[src/rtl/dmem_arbiter_if.sv]
// Requester-side handshake bundle for dmem_arbiter: two request ports plus the shared,
// rvalid-qualified read data returned to them.
interface dmem_arbiter_if #(
  parameter int ADDR_W = 12,
  parameter int DATA_W = 32
);
  logic              req_0;
  logic              req_1;
  logic              we_0;
  logic              we_1;
  logic [ADDR_W-1:0] addr_0;
  logic [ADDR_W-1:0] addr_1;
  logic [DATA_W-1:0] wdata_0;
  logic [DATA_W-1:0] wdata_1;
  logic              gnt_0;
  logic              gnt_1;
  logic              rvalid_0;
  logic              rvalid_1;
  logic [DATA_W-1:0] rdata;

  modport master (
    output req_0, req_1, we_0, we_1, addr_0, addr_1, wdata_0, wdata_1,
    input  gnt_0, gnt_1, rvalid_0, rvalid_1, rdata
  );

  modport slave (
    input  req_0, req_1, we_0, we_1, addr_0, addr_1, wdata_0, wdata_1,
    output gnt_0, gnt_1, rvalid_0, rvalid_1, rdata
  );
endinterface

[src/rtl/dmem_arbiter.sv]
// Shares one single-port dmem syncram between the processor (port 0) and the debug/loader
// engine (port 1). Round-robin by default; define DMEM_ARB_FIXED_PRIO_EN for fixed priority.
module dmem_arbiter #(
  parameter int ADDR_W       = 12,
  parameter int DATA_W       = 32,
  parameter int READ_LATENCY = 1
) (
  input  logic              clock,
  input  logic              reset,
  dmem_arbiter_if.slave     bus,
  output logic [ADDR_W-1:0] address_dmem,
  output logic [DATA_W-1:0] data,
  output logic              wren,
  input  logic [DATA_W-1:0] q_dmem
);

  localparam logic [1:0] IDLE  = 2'd0;
  localparam logic [1:0] ISSUE = 2'd1;
  localparam logic [1:0] WAIT  = 2'd2;

  localparam int               CNT_W = 3;
  localparam logic [CNT_W-1:0] LAT   = CNT_W'(READ_LATENCY);

  logic [1:0]       state;
  logic [CNT_W-1:0] wait_cnt;
  logic             owner;
  logic             gnt_0_q;
  logic             gnt_1_q;
  logic             rvalid_0_q;
  logic             rvalid_1_q;
  logic [DATA_W-1:0] rdata_q;
  logic             any_req;
  logic             winner;
`ifndef DMEM_ARB_FIXED_PRIO_EN
  logic             last_gnt;
`endif

  assign any_req = bus.req_0 | bus.req_1;

  // NOTE: give every always_comb output a default first so no path leaves it unassigned (latch).
  always_comb begin
    winner = 1'b0;
`ifdef DMEM_ARB_FIXED_PRIO_EN
    winner = ~bus.req_0;
`else
    // On a tie the port that did not win last time goes first.
    if (bus.req_0 && bus.req_1) winner = ~last_gnt;
    else                        winner = bus.req_1;
`endif
  end

  // NOTE: sequential state uses non-blocking assignments so every register samples pre-edge values.
  always_ff @(posedge clock) begin
    if (reset) begin
      state        <= IDLE;
      wait_cnt     <= '0;
      owner        <= 1'b0;
      gnt_0_q      <= 1'b0;
      gnt_1_q      <= 1'b0;
      rvalid_0_q   <= 1'b0;
      rvalid_1_q   <= 1'b0;
      rdata_q      <= '0;
      address_dmem <= '0;
      data         <= '0;
      wren         <= 1'b0;
`ifndef DMEM_ARB_FIXED_PRIO_EN
      last_gnt     <= 1'b1;
`endif
    end else begin
      // Grant, rvalid and wren are single-cycle pulses; the cases below raise them.
      gnt_0_q    <= 1'b0;
      gnt_1_q    <= 1'b0;
      rvalid_0_q <= 1'b0;
      rvalid_1_q <= 1'b0;
      wren       <= 1'b0;

      case (state)
        IDLE: begin
          if (any_req) begin
            owner        <= winner;
            address_dmem <= winner ? bus.addr_1  : bus.addr_0;
            data         <= winner ? bus.wdata_1 : bus.wdata_0;
            wren         <= winner ? bus.we_1    : bus.we_0;
            gnt_0_q      <= ~winner;
            gnt_1_q      <= winner;
`ifndef DMEM_ARB_FIXED_PRIO_EN
            last_gnt     <= winner;
`endif
            state        <= ISSUE;
          end
        end

        ISSUE: begin
          // wren still carries the winner's we during this cycle.
          if (wren) begin
            state <= IDLE;
          end else begin
            wait_cnt <= LAT;
            state    <= WAIT;
          end
        end

        WAIT: begin
          wait_cnt <= wait_cnt - 1'b1;
          if (wait_cnt == CNT_W'(1)) begin
            rdata_q    <= q_dmem;
            rvalid_0_q <= ~owner;
            rvalid_1_q <= owner;
            state      <= IDLE;
          end
        end

        default: state <= IDLE;
      endcase
    end
  end

  assign bus.gnt_0    = gnt_0_q;
  assign bus.gnt_1    = gnt_1_q;
  assign bus.rvalid_0 = rvalid_0_q;
  assign bus.rvalid_1 = rvalid_1_q;
  assign bus.rdata    = rdata_q;

endmodule

[src/flat_wrapper.sv]
// flat-port wrapper written by rule: the top's interface ports become plain ports
module dmem_arbiter_flat 
#(
  parameter int ADDR_W       = 12,
  parameter int DATA_W       = 32,
  parameter int READ_LATENCY = 1
)
  (clock, reset, address_dmem, data, wren, q_dmem, bus_req_0, bus_req_1, bus_we_0, bus_we_1, bus_addr_0, bus_addr_1, bus_wdata_0, bus_wdata_1, bus_gnt_0, bus_gnt_1, bus_rvalid_0, bus_rvalid_1, bus_rdata);
  dmem_arbiter_if #(.ADDR_W(ADDR_W), .DATA_W(DATA_W)) bus_i ();
  input  logic clock;
  input  logic reset;
  output logic [ADDR_W-1:0] address_dmem;
  output logic [DATA_W-1:0] data;
  output logic wren;
  input  logic [DATA_W-1:0] q_dmem;
  input wire logic [$bits(bus_i.req_0)-1:0] bus_req_0;
  input wire logic [$bits(bus_i.req_1)-1:0] bus_req_1;
  input wire logic [$bits(bus_i.we_0)-1:0] bus_we_0;
  input wire logic [$bits(bus_i.we_1)-1:0] bus_we_1;
  input wire logic [$bits(bus_i.addr_0)-1:0] bus_addr_0;
  input wire logic [$bits(bus_i.addr_1)-1:0] bus_addr_1;
  input wire logic [$bits(bus_i.wdata_0)-1:0] bus_wdata_0;
  input wire logic [$bits(bus_i.wdata_1)-1:0] bus_wdata_1;
  output wire logic [$bits(bus_i.gnt_0)-1:0] bus_gnt_0;
  output wire logic [$bits(bus_i.gnt_1)-1:0] bus_gnt_1;
  output wire logic [$bits(bus_i.rvalid_0)-1:0] bus_rvalid_0;
  output wire logic [$bits(bus_i.rvalid_1)-1:0] bus_rvalid_1;
  output wire logic [$bits(bus_i.rdata)-1:0] bus_rdata;
  assign bus_i.req_0 = bus_req_0;
  assign bus_i.req_1 = bus_req_1;
  assign bus_i.we_0 = bus_we_0;
  assign bus_i.we_1 = bus_we_1;
  assign bus_i.addr_0 = bus_addr_0;
  assign bus_i.addr_1 = bus_addr_1;
  assign bus_i.wdata_0 = bus_wdata_0;
  assign bus_i.wdata_1 = bus_wdata_1;
  assign bus_gnt_0 = bus_i.gnt_0;
  assign bus_gnt_1 = bus_i.gnt_1;
  assign bus_rvalid_0 = bus_i.rvalid_0;
  assign bus_rvalid_1 = bus_i.rvalid_1;
  assign bus_rdata = bus_i.rdata;
  dmem_arbiter #(.ADDR_W(ADDR_W), .DATA_W(DATA_W), .READ_LATENCY(READ_LATENCY)) u_core (.clock(clock), .reset(reset), .bus(bus_i), .address_dmem(address_dmem), .data(data), .wren(wren), .q_dmem(q_dmem));
endmodule
[config.mk]
export PLATFORM = sky130hd
export DESIGN_NAME = dmem_arbiter_flat
export DESIGN_NICKNAME = d
export VERILOG_FILES = /design/src/rtl/dmem_arbiter_if.sv /design/src/rtl/dmem_arbiter.sv /design/src/flat_wrapper.sv
export SDC_FILE = /design/constraint.sdc
export NUM_CORES = 1
export LEC_CHECK = 0
export CORE_MARGIN = 8
export CORE_UTILIZATION = 39
export CTS_BUF_LIST = sky130_fd_sc_hd__clkbuf_4 sky130_fd_sc_hd__clkbuf_8
export CTS_CLUSTER_SIZE = 14
export DETAILED_ROUTE_END_ITERATION = 10
export GPL_ROUTABILITY_DRIVEN = 0
export PLACE_DENSITY = 0.81
export SLEW_MARGIN = 20
export SYNTH_ARGS = -nofsm -noshare
export SYNTH_HDL_FRONTEND = slang
export SYNTH_SLANG_ARGS = --single-unit
[constraint.sdc]
create_clock -name clock -period 1.8 [get_ports clock]
set_input_delay 0.36 -clock clock [delete_from_list [all_inputs] [get_ports clock]]
set_output_delay 0.36 -clock clock [all_outputs]
set_load 0.03 [all_outputs]
### Yosys cells after proc, flatten, opt, wreduce, memory -nomap -nowiden

Cells that the tools add are included.

* bits in read-only memories: 0
* bits in writable memories: 0
* memories kept: 0
* bits in registers: 88
* bits of input ports: 126
* logic and storage cells: 46
* bits in latches: 0

* muxes and demuxes: 10
* $add $sub $neg: 1
* eq/ne operators: 6
* bitwise operators: 8
* magnitude comparators: 0
* shift operators: 0
* reduce and logical (&&, ||, !) cells: 9
* div/mod/pow operators: 0
* $mul: 0

Operator list (number)
* 32-bit two-way mux: 1
* 12-bit two-way mux: 1
* 2-bit AND reduction: 4
* 1-bit inverter: 7
* 2-bit two-way mux: 3
* 2-bit one-hot mux with 3 select lines: 1
* 3-bit one-hot mux with 2 select lines: 1
* 3-bit OR reduction: 2
* 2-bit by 1-bit != test with 1-bit output, second input constant: 2
* 3-bit by 1-bit == test with 1-bit output, second input constant: 1
* 3-bit two-way mux: 1
* 3-bit by 1-bit subtractor with 3-bit output, second input constant: 1
* 2-bit by 1-bit == test with 1-bit output, second input constant: 1
* 2-bit == test, second input constant: 1
* 2-bit zero test: 1
* 1-bit two-way mux: 2
* 2-bit != test, second input constant: 1
* 2-bit nonzero test: 1
* 1-bit logical AND: 1
* 1-bit bitwise OR: 1

### Depth between registers and ports, before layout

Gate-level depths: netlist of the first run.

* depth in word-level cells: 3
* mapped depth: 7
* gate-level depth less buffers: 5

### Least setup slack after synthesis of the first run

OpenSTA, ideal clock, no wires.

* kind: reg2reg
* start: reg u_core.state[1]
* end: reg u_core.data[19]
* setup slack: 0.544 ns
* setup time: 0.133 ns
* period minus slack after synthesis: 1.256 ns
* arrival: 1.122 ns
* path buffers: 2
* cell stages (with the launch flop): 6
* path through: dfxtp_1 buf_2 or2_1 nor2_4 buf_4 a311oi_1

* word-level cells in the longest chain between the ends: 2

RTL lines
* start, declared: line dmem_arbiter.sv:24 `logic [1:0] state;`
* start signal, assigned: line dmem_arbiter.sv:55 `state <= IDLE;`
* start signal, assigned: line dmem_arbiter.sv:89 `state <= ISSUE;`
* start signal, assigned: line dmem_arbiter.sv:96 `state <= IDLE;`
* 2-bit zero test: line dmem_arbiter.sv:77 `case (state)`
* 2-bit AND reduction (no source line)
* end signal, assigned: line dmem_arbiter.sv:82 `data <= winner ? bus.wdata_1 : bus.wdata_0;`
* end, declared: line dmem_arbiter.sv:12 `output logic [DATA_W-1:0] data,`

No other way between the ends.
A chain may end at the register's enable or synchronous reset.

### Worst setup path in the final report of the first run

* start: reg u_core.address_dmem[9]
* end: out address_dmem[9]

RTL lines
* start, declared: line dmem_arbiter.sv:11 `output logic [ADDR_W-1:0] address_dmem,`
* start signal, assigned: line dmem_arbiter.sv:81 `address_dmem <= winner ? bus.addr_1 : bus.addr_0;`
* end, declared: line flat_wrapper.sv:12 `output logic [ADDR_W-1:0] address_dmem;`

No word-level cell between the ends.

==> run summary, run 1 <==
First-pass GRT wire length: 20100 um
Multi-input logic area: 1620 sq um
Gr ovfl total: 0
Measured slew at the worst slew-check pin: 0.469 ns
Avg Synthesized Cell Area: 8.14 sq um
IO Pins: 207
Post-synthesis cell area: 3620 sq um
Power Density: 862 nW/um^2
Total power: 5.17 mW
Lkg Pwr: 2.21 nW
Clock latency on the worst-skew pair: 0.34 ns
CP max FO: 2
Adder-cell share of the synthesized area: 0.691%
Cell Rows: 35
Fmax: 565 MHz
Max-cap viol count: 0
Die X: 112 um
Antenna diode count: 0
Syn_nets: 573
VDD IR max: 0.385 mV
Starting Density: 39.8%
1st-pass router iterations: 4
Largest net degree at the start of global routing: 41
CP cell instances: clkdlybuf4s50_1
Cells after synthesis: 445
FF-to-FF End: u_core.bus.rdata[1]
Starting DRT DRC Count: 229
CTS Hold Bufs: 0
Total global-route track usage: 19.4%
Vias in the first global route: 4083
Final ANT Viol Nets: 0
Initial antenna violation count: 0
Clock sink count: 88
R2R depth: 6
Wire per inst: 16.9 um
Status: finished, final reports clean
Placed Instances: 739
CTS tree: yes
Root Buffer: clkbuf_8
Compound-Gate Fraction of Synth Area: 24.3%
Clock slew at reported path FFs: 0.09 ns
Register area: 1760 sq um
Fill count: 749
Share of layout cells above drive strength 1: 6.07%
Flops & latches, synth: 88
CP delay by family, top: buffers and inverters
Main combinational cell family by area after synthesis: compound AO/OA/AOI/OAI gates
Worst r2r src: u_core.wait_cnt[1]
Crit path depth: 1
Buffer and inverter count on the worst path: 1
Final period utilization: 98.3%
Max Slew Vio Count: 0
CP max-delay cell: clkdlybuf4s50_1
Yosys warnings: 0
Final setup fails: 0
Port bufs: 206
Die Span Y: 112 um
Final Cell Area: 6000 sq um
CP required: 1.44 ns
Fin. Hold Viols: 0
Synth cell types: 27
Placed cell areas: 5800 sq um
FF-to-FF setup slack: 0.26 ns
Layout overhead on the synthesized area: 65.7%
Detailed-route via count: 3915
CTS Buf Count: 9
Final Net Count: 767
Slew HR: 68.7%
RSZ-0062 raised after global routing: no
DRC Markers: 0
Total Wirelength: 12700 um
Post-Synth XOR/XNOR Area: 0%
Period minus WS final: 1.77 ns
Hold Crit Class: reg2reg
Pre-CTS setup slack: -0.0730 ns
CP Class: reg2out
Dpl hpwl: 9620 um
End point of the critical path: address_dmem[9]
Max Root-Sink Buffers: 2
Core Region: 9110 sq um
Via/cell ratio: 5.19
Fin cells: 754
Setup TNS Final: 0 ns
Critical Path Start: u_core.address_dmem[9]
Multiplexer area fraction after synthesis: 0.276%
CP endpoint kind: output pin
Die area: 12600 sq um
Fraction of the mapped netlist area in simple logic gates: 19.4%
Slack of the critical path: 0.0301 ns
Worst Path Arrival: 1.41 ns
Slowest stage delay, CP: 0.71 ns
Part of the Yosys area used for sequential elements: 48.7%
H-Tree Depth: 3
CP Launch Type: flop
Clock Skews: 0.0104 ns
## kinds of logic after synthesis
family	count (synthesis)
muxes	1
adders and majority gates	2
DFF	88
buffers and inverters	45
AOI/OAI and AO/OA	137
and+or+nand+nor	172
## Yosys cell counts
master	number	area share, %
nand2_1	154	16
dfxtp_1	88	49
a21oi_1	82	11
a311oi_1	44	11
buf_2	20	2.8
buf_4	13	2.7
clkbuf_1	8	0.83
o21ai_0	6	0.83
nor3_1	4	0.55
inv_1	3	0.31
nor2_1	3	0.31
ha_1	2	0.69
nor2_4	2	0.62
nor2b_1	2	0.35
or2_1	2	0.35
a21bo_2	1	0.28
a21boi_4	1	0.52
a221oi_1	1	0.24
a311o_1	1	0.28
and4bb_1	1	0.35
buf_1	1	0.10
mux2i_1	1	0.28
nand3_1	1	0.14
nand3b_1	1	0.21
nand4bb_1	1	0.31
nor3b_1	1	0.21
o21bai_1	1	0.21
## report_power, final
| group | internal [mW] | switching (mW) | total [mW] |
|---|---|---|---|
| clock network | 0.673 | 0.686 | 1.36 |
| registers | 2.12 | 0.103 | 2.22 |
| logic | 0.754 | 0.838 | 1.59 |
| total | 3.55 | 1.63 | 5.17 |
## cell usage in the layout, fill, tap and decap left out, types with 4 or more instances in the layout
cell type          n
clkbuf_8          10
buf_12             6
nor3_1             4
dfxtp_1           88
a21oi_1           82
clkdlybuf4s50_1  203
buf_4             13
o21ai_0            6
a311oi_1          44
nand2_1          154
## stage by stage
stage | hold slack [ns] | utilization [%]
4_1_cts | 0.441 | 65.8
3_3_place_gp | 0.441 | 63.7
2_1_floorplan | 0.409 | -
6_report | 0.455 | 65.9
3_5_place_dp | 0.446 | 63.7
5_1_grt | 0.471 | 65.9
## area by class of cell
| class | count | share of cell area (%) |
|---|---|---|
| multi-input cells | 312 | 26.9 |
| repair buffers | 225 | 37.9 |
| well taps | 111 | 2.31 |
| flip-flops and latches | 88 | 29.4 |
| inverters | 3 | 0.188 |
| clock inverters | 5 | 0.959 |
| clock buffers | 10 | 2.29 |
## worst register-to-register path: cells and delay by family, from the launching register on
| family | cells | cell delay [ns] |
|---|---|---|
| compound gates | 1 | 0.17 |
| buf+inv | 2 | 0.42 |
| simple gates | 2 | 0.31 |
| flops | 1 | 0.36 |
| fa+ha+maj | 1 | 0.21 |
## layer usage
metal | vias up | routed length [um] | share of wire [%] | GRT usage [%]
met5 | - | 0 | 0 | 0
li1 | 1927 | - | - | -
met4 | 0 | 225 | 1.8 | 6.21
met3 | 20 | 1040 | 8.2 | 7.09
met2 | 165 | 6340 | 50 | 35.2
met1 | 1803 | 5130 | 40 | 20.3
## registers in the layout, indices dropped and copies added, names as in the netlist
name and count:
u_core.address_dmem 12, u_core.bus.gnt_0 1, u_core.bus.gnt_1 1, u_core.bus.rdata 32, u_core.bus.rvalid_0 1, u_core.bus.rvalid_1 1
u_core.data 32, u_core.last_gnt 1, u_core.owner 1, u_core.state 2, u_core.wait_cnt 3, u_core.wren 1
## how the worst min path moves through the flow
stage                         start              endpoint  slack, ns  cells past startpoint
3_5_place_dp   u_core.bus.rdata[14]  u_core.bus.rdata[14]       0.45                      2
3_3_place_gp   u_core.bus.rdata[30]  u_core.bus.rdata[30]       0.44                      2
4_1_cts                       reset       u_core.state[0]       0.44                      2
6_report       u_core.bus.rdata[12]  u_core.bus.rdata[12]       0.45                      2
5_1_grt        u_core.bus.rdata[12]  u_core.bus.rdata[12]       0.47                      2
2_1_floorplan          u_core.owner   u_core.bus.rvalid_0       0.41                      1
## repair_timing
action / 4_1_cts / 5_1_grt
buffers inserted: 0 / 0
resized for setup: 1 / 1
setup endpoints to repair: 1 / 1
cloned: 0 / 0
Note: power is estimated with default switching activity, not from simulation.
==> inputs of run 2 (changes only) <==
Settings changed: CTS_BUF_LIST sky130_fd_sc_hd__clkbuf_4 sky130_fd_sc_hd__clkbuf_8 to sky130_fd_sc_hd__clkbuf_2, PLACE_DENSITY 0.81 to 0.91.
==> run 2 against run 1 <==
Effect of this change:
- cell area is 3.4% lower
- fmax is 4.2% higher
- sequential share of layout area is 1.0 points higher
- via count is 0.69% higher
- register-to-register slack better by 0.03 ns
- sequential power hardly changed
- total power is 7.0% lower
- clock skew is 0.014 ns higher
==> run summary, run 2 (synthesis results as in run 1) <==
Status: finished, final reports clean
CTS Buf Count: 9 (unchanged)
Reported net switching power: 1.61 mW (-1.1%)
CP Class: reg2out
Slowest stage delay, CP: 0.47 ns (-0.24 ns)
Fill count: 778 (+3.9%)
Die X: 112 um (unchanged)
DRC Markers: 0 (unchanged)
Clock Skews: 0.0246 ns (+0.0142 ns)
Final Net Count: 766 (-0.13%)
Share of layout cells above drive strength 1: 6.07% (+0.0094 points)
Via/cell ratio: 5.24 (+0.82%)
Placed Instances: 737 (-0.27%)
Total global-route track usage: 18.6% (-0.84 points)
Max-cap viol count: 0 (unchanged)
Combinational power share: 30.3% (-0.5 points)
Detailed-route via count: 3942 (+0.69%)
Clock latency on the worst-skew pair: 0.51 ns (+0.17 ns)
Slack of the critical path: 0.102 ns (+0.0717 ns)
Clock sink count: 88 (unchanged)
Setup TNS Final: 0 ns (unchanged)
Multi-input logic area: 1630 sq um (+0.70%)
Port bufs: 206 (unchanged)
Most frequent cells in the layout: 154 x nand2_1, 124 x clkdlybuf4s50_1, 88 x dfxtp_1
Root Buffer: clkbuf_2
Dpl hpwl: 9320 um (-3.1%)
Final hold slack: 0.182 ns (-0.273 ns)
Worst Path Arrival: 1.34 ns (-0.07 ns)
CP Launch Type: flop
Starting Density: 39.8% (unchanged)
H-Tree Depth: 3 (unchanged)
Final ANT Viol Nets: 0 (unchanged)
First-pass GRT wire length: 19300 um (-3.7%)
Clock slew at reported path FFs: 0.22 ns (+0.13 ns)
CP cell instances: dlygate4sd2_1
Total power: 4.81 mW (-7.0%)
Fin. Hold Viols: 0 (unchanged)
Slew HR: 59.0% (-9.7 points)
Measured slew at the worst slew-check pin: 0.614 ns (+0.144 ns)
VDD IR max: 0.396 mV (+2.8%)
1st-pass router iterations: 5 (+1)
Layout overhead on the synthesized area: 60.1%
CTS tree: yes
Most common cell after layout, fill and taps aside: nand2_1
Die Span Y: 112 um (unchanged)
Max Root-Sink Buffers: 2 (unchanged)
Cell Rows: 35 (unchanged)
Hold Crit Class: in2reg
Seq pwr share: 46.0% (+3.0 points)
CP required: 1.44 ns (about the same)
Initial antenna violation count: 0 (unchanged)
Final period utilization: 94.3% (-4.0 points)
Starting DRT DRC Count: 197 (-14%)
Wire per inst: 16.4 um (-2.7%)
Vias in the first global route: 4023 (-1.5%)
CP max FO: 2 (unchanged)
IO Pins: 207 (unchanged)
Largest net degree at the start of global routing: 37 (-9.8%)
Buffer and inverter count on the worst path: 1 (unchanged)
Pre-CTS setup slack: -0.339 ns (-0.266 ns)
Total Wirelength: 12400 um (-2.9%)
Final setup fails: 0 (unchanged)
Period minus WS final: 1.70 ns (-0.0717 ns)
CTS Hold Bufs: 0 (unchanged)
CP endpoint kind: output pin
RSZ-0062 raised after global routing: no
Max Slew Vio Count: 0 (unchanged)
Sw frac: 33.4% (+2.0 points)
Gr ovfl total: 0 (unchanged)
CP max-delay cell: dlygate4sd2_1
Power Density: 830 nW/um^2 (-3.7%)
Die area: 12600 sq um (unchanged)
Antenna diode count: 0 (unchanged)
Fmax: 589 MHz (+4.2%)
Register area: 1760 sq um (unchanged)
Clk pwr share: 23.7% (-2.6 points)
CP delay by family, top: buffers and inverters
Pint: 3.21 mW (-9.6%)
Core Region: 9110 sq um (unchanged)
Lkg Pwr: 2.46 nW (+11%)
Fin cells: 753 (-0.13%)
[run 2: area by class of cell]
| cell class | count | area share [%] |
|---|---|---|
| Clock inverter | 6 | 1.60 |
| Inverter | 3 | 0.194 |
| Multi-Input combinational cell | 313 | 28.1 |
| Clock buffer | 9 | 0.777 |
| Tap cell | 111 | 2.40 |
| Timing Repair Buffer | 223 | 36.6 |
| Sequential cell | 88 | 30.4 |
[run 2: final timing paths]
check / cells after the start / slack (ns) / startpoint / end
worst max-delay path: 1 / 0.10 / u_core.data[31] / data[31]
worst min-delay path: 2 / 0.18 / reset / u_core.bus.rdata[4]
worst max register to register: 3 / 0.29 / u_core.state[0] / u_core.data[27]
worst min register to register: 2 / 0.47 / u_core.bus.rdata[28] / u_core.bus.rdata[28]
[run 2: power groups by stage]
stage	Clock [mW]	Sequential, mW	Combinational (mW)
5_1_grt	1.26	2.24	1.57
2_1_floorplan	0	2.56	0.526
6_report	1.14	2.21	1.46
3_5_place_dp	0	2.26	1.56
4_1_cts	1.17	2.21	1.47
3_3_place_gp	0	2.25	1.53
[run 2: through the flow]
step | utilization (%) | instance area [sq um]
3_3_place_gp | 63.1 | 5750
2_1_floorplan | - | 3620
4_1_cts | 63.7 | 5800
3_5_place_dp | 63.1 | 5750
6_report | 63.7 | 5800
5_1_grt | 63.7 | 5800
[run 2: layer usage]
| metal | GRT usage [%] | share of wire, % |
|---|---|---|
| met4 | 6.83 | 2.0 |
| met2 | 32.5 | 49 |
| met5 | 0 | 0 |
| met3 | 7.41 | 9.1 |
| met1 | 19.7 | 40 |
[run 2: what timing repair did]
item,in CTS,in global routing
setup buffers,0,0
pin swaps,1,0
gates cloned,1,0
gates resized for setup,83,4
endpoints found under the setup margin,84,4
==> inputs of run 3 (changes only) <==
Settings changed: SKIP_CTS_REPAIR_TIMING set to 1.
==> run 3 against run 2 <==
Effect of this change:
- die area unchanged
- count of clock-buffer cells in the layout stayed put
- total power is 2.0% higher
- clock power barely moved
- combinational power is 5% higher
- sequential power barely moved
- clock skew rose by 0.0075 ns
- via count up 1.3%
- sequential share of layout area shrank 1.5 points
- sequential cell count unchanged
- cell area increased by 5.2%
- core utilization rose by 3.3 points
- highest routed layer unchanged
==> run summary, run 3 (synthesis results as in run 1) <==
Max Slew Vio Count: 0 (unchanged)
Fin. Hold Viols: 0 (unchanged)
CTS tree: yes
Worst Path Arrival: 1.32 ns (-0.02 ns)
Starting Density: 39.8% (unchanged)
First-pass GRT wire length: 18900 um (-2.1%)
Most frequent cells in the layout: 154 x nand2_1, 124 x clkdlybuf4s50_1, 88 x dfxtp_1
Gr ovfl total: 0 (unchanged)
Power Density: 805 nW/um^2 (-3.1%)
CTS Buf Count: 9 (unchanged)
CP delay by family, top: flip-flops
Share of layout cells above drive strength 1: 5.92% (-0.16 points)
Placed Instances: 737 (unchanged)
Via/cell ratio: 5.30 (+1.3%)
Fill count: 709 (-8.9%)
CP max-delay cell: dfxtp_1
Die area: 12600 sq um (unchanged)
Wire per inst: 16.9 um (+3.1%)
Hold Crit Class: in2reg
Slack of the critical path: 0.122 ns (+0.0206 ns)
H-Tree Depth: 3 (unchanged)
Layout overhead on the synthesized area: 68.5%
Pre-CTS setup slack: -0.339 ns (unchanged)
Detailed-route via count: 3994 (+1.3%)
CP endpoint kind: output pin
Die X: 112 um (unchanged)
DRC Markers: 0 (unchanged)
Root Buffer: clkbuf_2
Clock Skews: 0.0321 ns (+0.00752 ns)
Max Root-Sink Buffers: 2 (unchanged)
Fmax: 596 MHz (+1.2%)
CP Class: reg2out
Register area: 1760 sq um (unchanged)
Die Span Y: 112 um (unchanged)
CP max FO: 4 (+2)
Placed cell areas: 5750 sq um (unchanged)
Buffer and inverter count on the worst path: 1 (unchanged)
Final ANT Viol Nets: 0 (unchanged)
IO Pins: 207 (unchanged)
R2R depth: 3 (unchanged)
1st-pass router iterations: 5 (unchanged)
Core Region: 9110 sq um (unchanged)
Fin cells: 753 (unchanged)
Crit path depth: 1 (unchanged)
Util after Layout: 67.0% (+3.3 points)
Port bufs: 206 (unchanged)
Measured slew at the worst slew-check pin: 0.612 ns (-0.00211 ns)
Cell Rows: 35 (unchanged)
Vias in the first global route: 3963 (-1.5%)
Lkg Pwr: 3.47 nW (+41%)
Clock latency on the worst-skew pair: 0.51 ns (about the same)
Slowest stage delay, CP: 0.47 ns (about the same)
Multi-input logic area: 1630 sq um (unchanged)
CP cell instances: dlymetal6s2s_1
RSZ-0062 raised after global routing: no
Status: finished, final reports clean
Dpl hpwl: 9320 um (unchanged)
Final setup fails: 0 (unchanged)
Clock slew at reported path FFs: 0.25 ns (+0.03 ns)
CP Launch Type: flop
Slew HR: 59.1% (+0.14 points)
Most common cell after layout, fill and taps aside: nand2_1
CP required: 1.44 ns (about the same)
Total global-route track usage: 18.1% (-0.49 points)
Clock sink count: 88 (unchanged)
Total Wirelength: 12800 um (+3.1%)
VDD IR max: 0.399 mV (+0.86%)
Antenna diode count: 0 (unchanged)
Largest net degree at the start of global routing: 45 (+22%)
Final Net Count: 766 (unchanged)
Max-cap viol count: 0 (unchanged)
Final period utilization: 93.2% (-1.1 points)
Period minus WS final: 1.68 ns (-0.0206 ns)
Hold Path Depth: 2 (unchanged)
Initial antenna violation count: 0 (unchanged)
Final Cell Area: 6100 sq um (+5.2%)
Total power: 4.91 mW (+2.0%)
Starting DRT DRC Count: 193 (-2.0%)
==> run 3: stage by stage <==
step / hold slack (ns) / setup TNS, ns
after floorplan: 0.409 / 0
after global placement: 0.441 / -10.41
after detailed placement: 0.440 / -12.55
after CTS: 0.146 / -15.20
after global routing: 0.138 / 0
final: 0.189 / 0
==> run 3: worst paths after layout <==
path,from,endpoint,slack [ns]
hold / removal,reset,u_core.bus.rdata[4],0.19
setup / recovery,u_core.wren,wren,0.12
hold reg to reg,u_core.bus.rdata[28],u_core.bus.rdata[28],0.47
setup reg to reg,u_core.state[0],u_core.data[25],0.29
==> run 3: metal layers <==
| metal | part of all wire (%) | global-route usage (%) | vias to the layer above |
|---|---|---|---|
| met4 | 1.5 | 6.29 | 0 |
| met3 | 8.9 | 7.57 | 17 |
| met1 | 40 | 18.8 | 1871 |
| met2 | 49 | 32.0 | 177 |
| met5 | 0 | 0 | - |
| li1 | - | - | 1929 |
==> run 3: area by class of cell <==
cell class                      count  area share [%]
Clock inverter                      6            1.52
Sequential cell                    88            28.9
Inverter                            3           0.185
Timing Repair Buffer              223            39.7
Multi-Input combinational cell    313            26.7
Clock buffer                        9           0.738
Tap cell                          111            2.28
==> run 3: power breakdown <==
part	internal [mW]	switching [mW]	leakage, nW
clock network	0.461	0.691	0.0750
logic	0.702	0.843	2.67
registers	2.13	0.0899	0.722
total	3.29	1.62	3.47
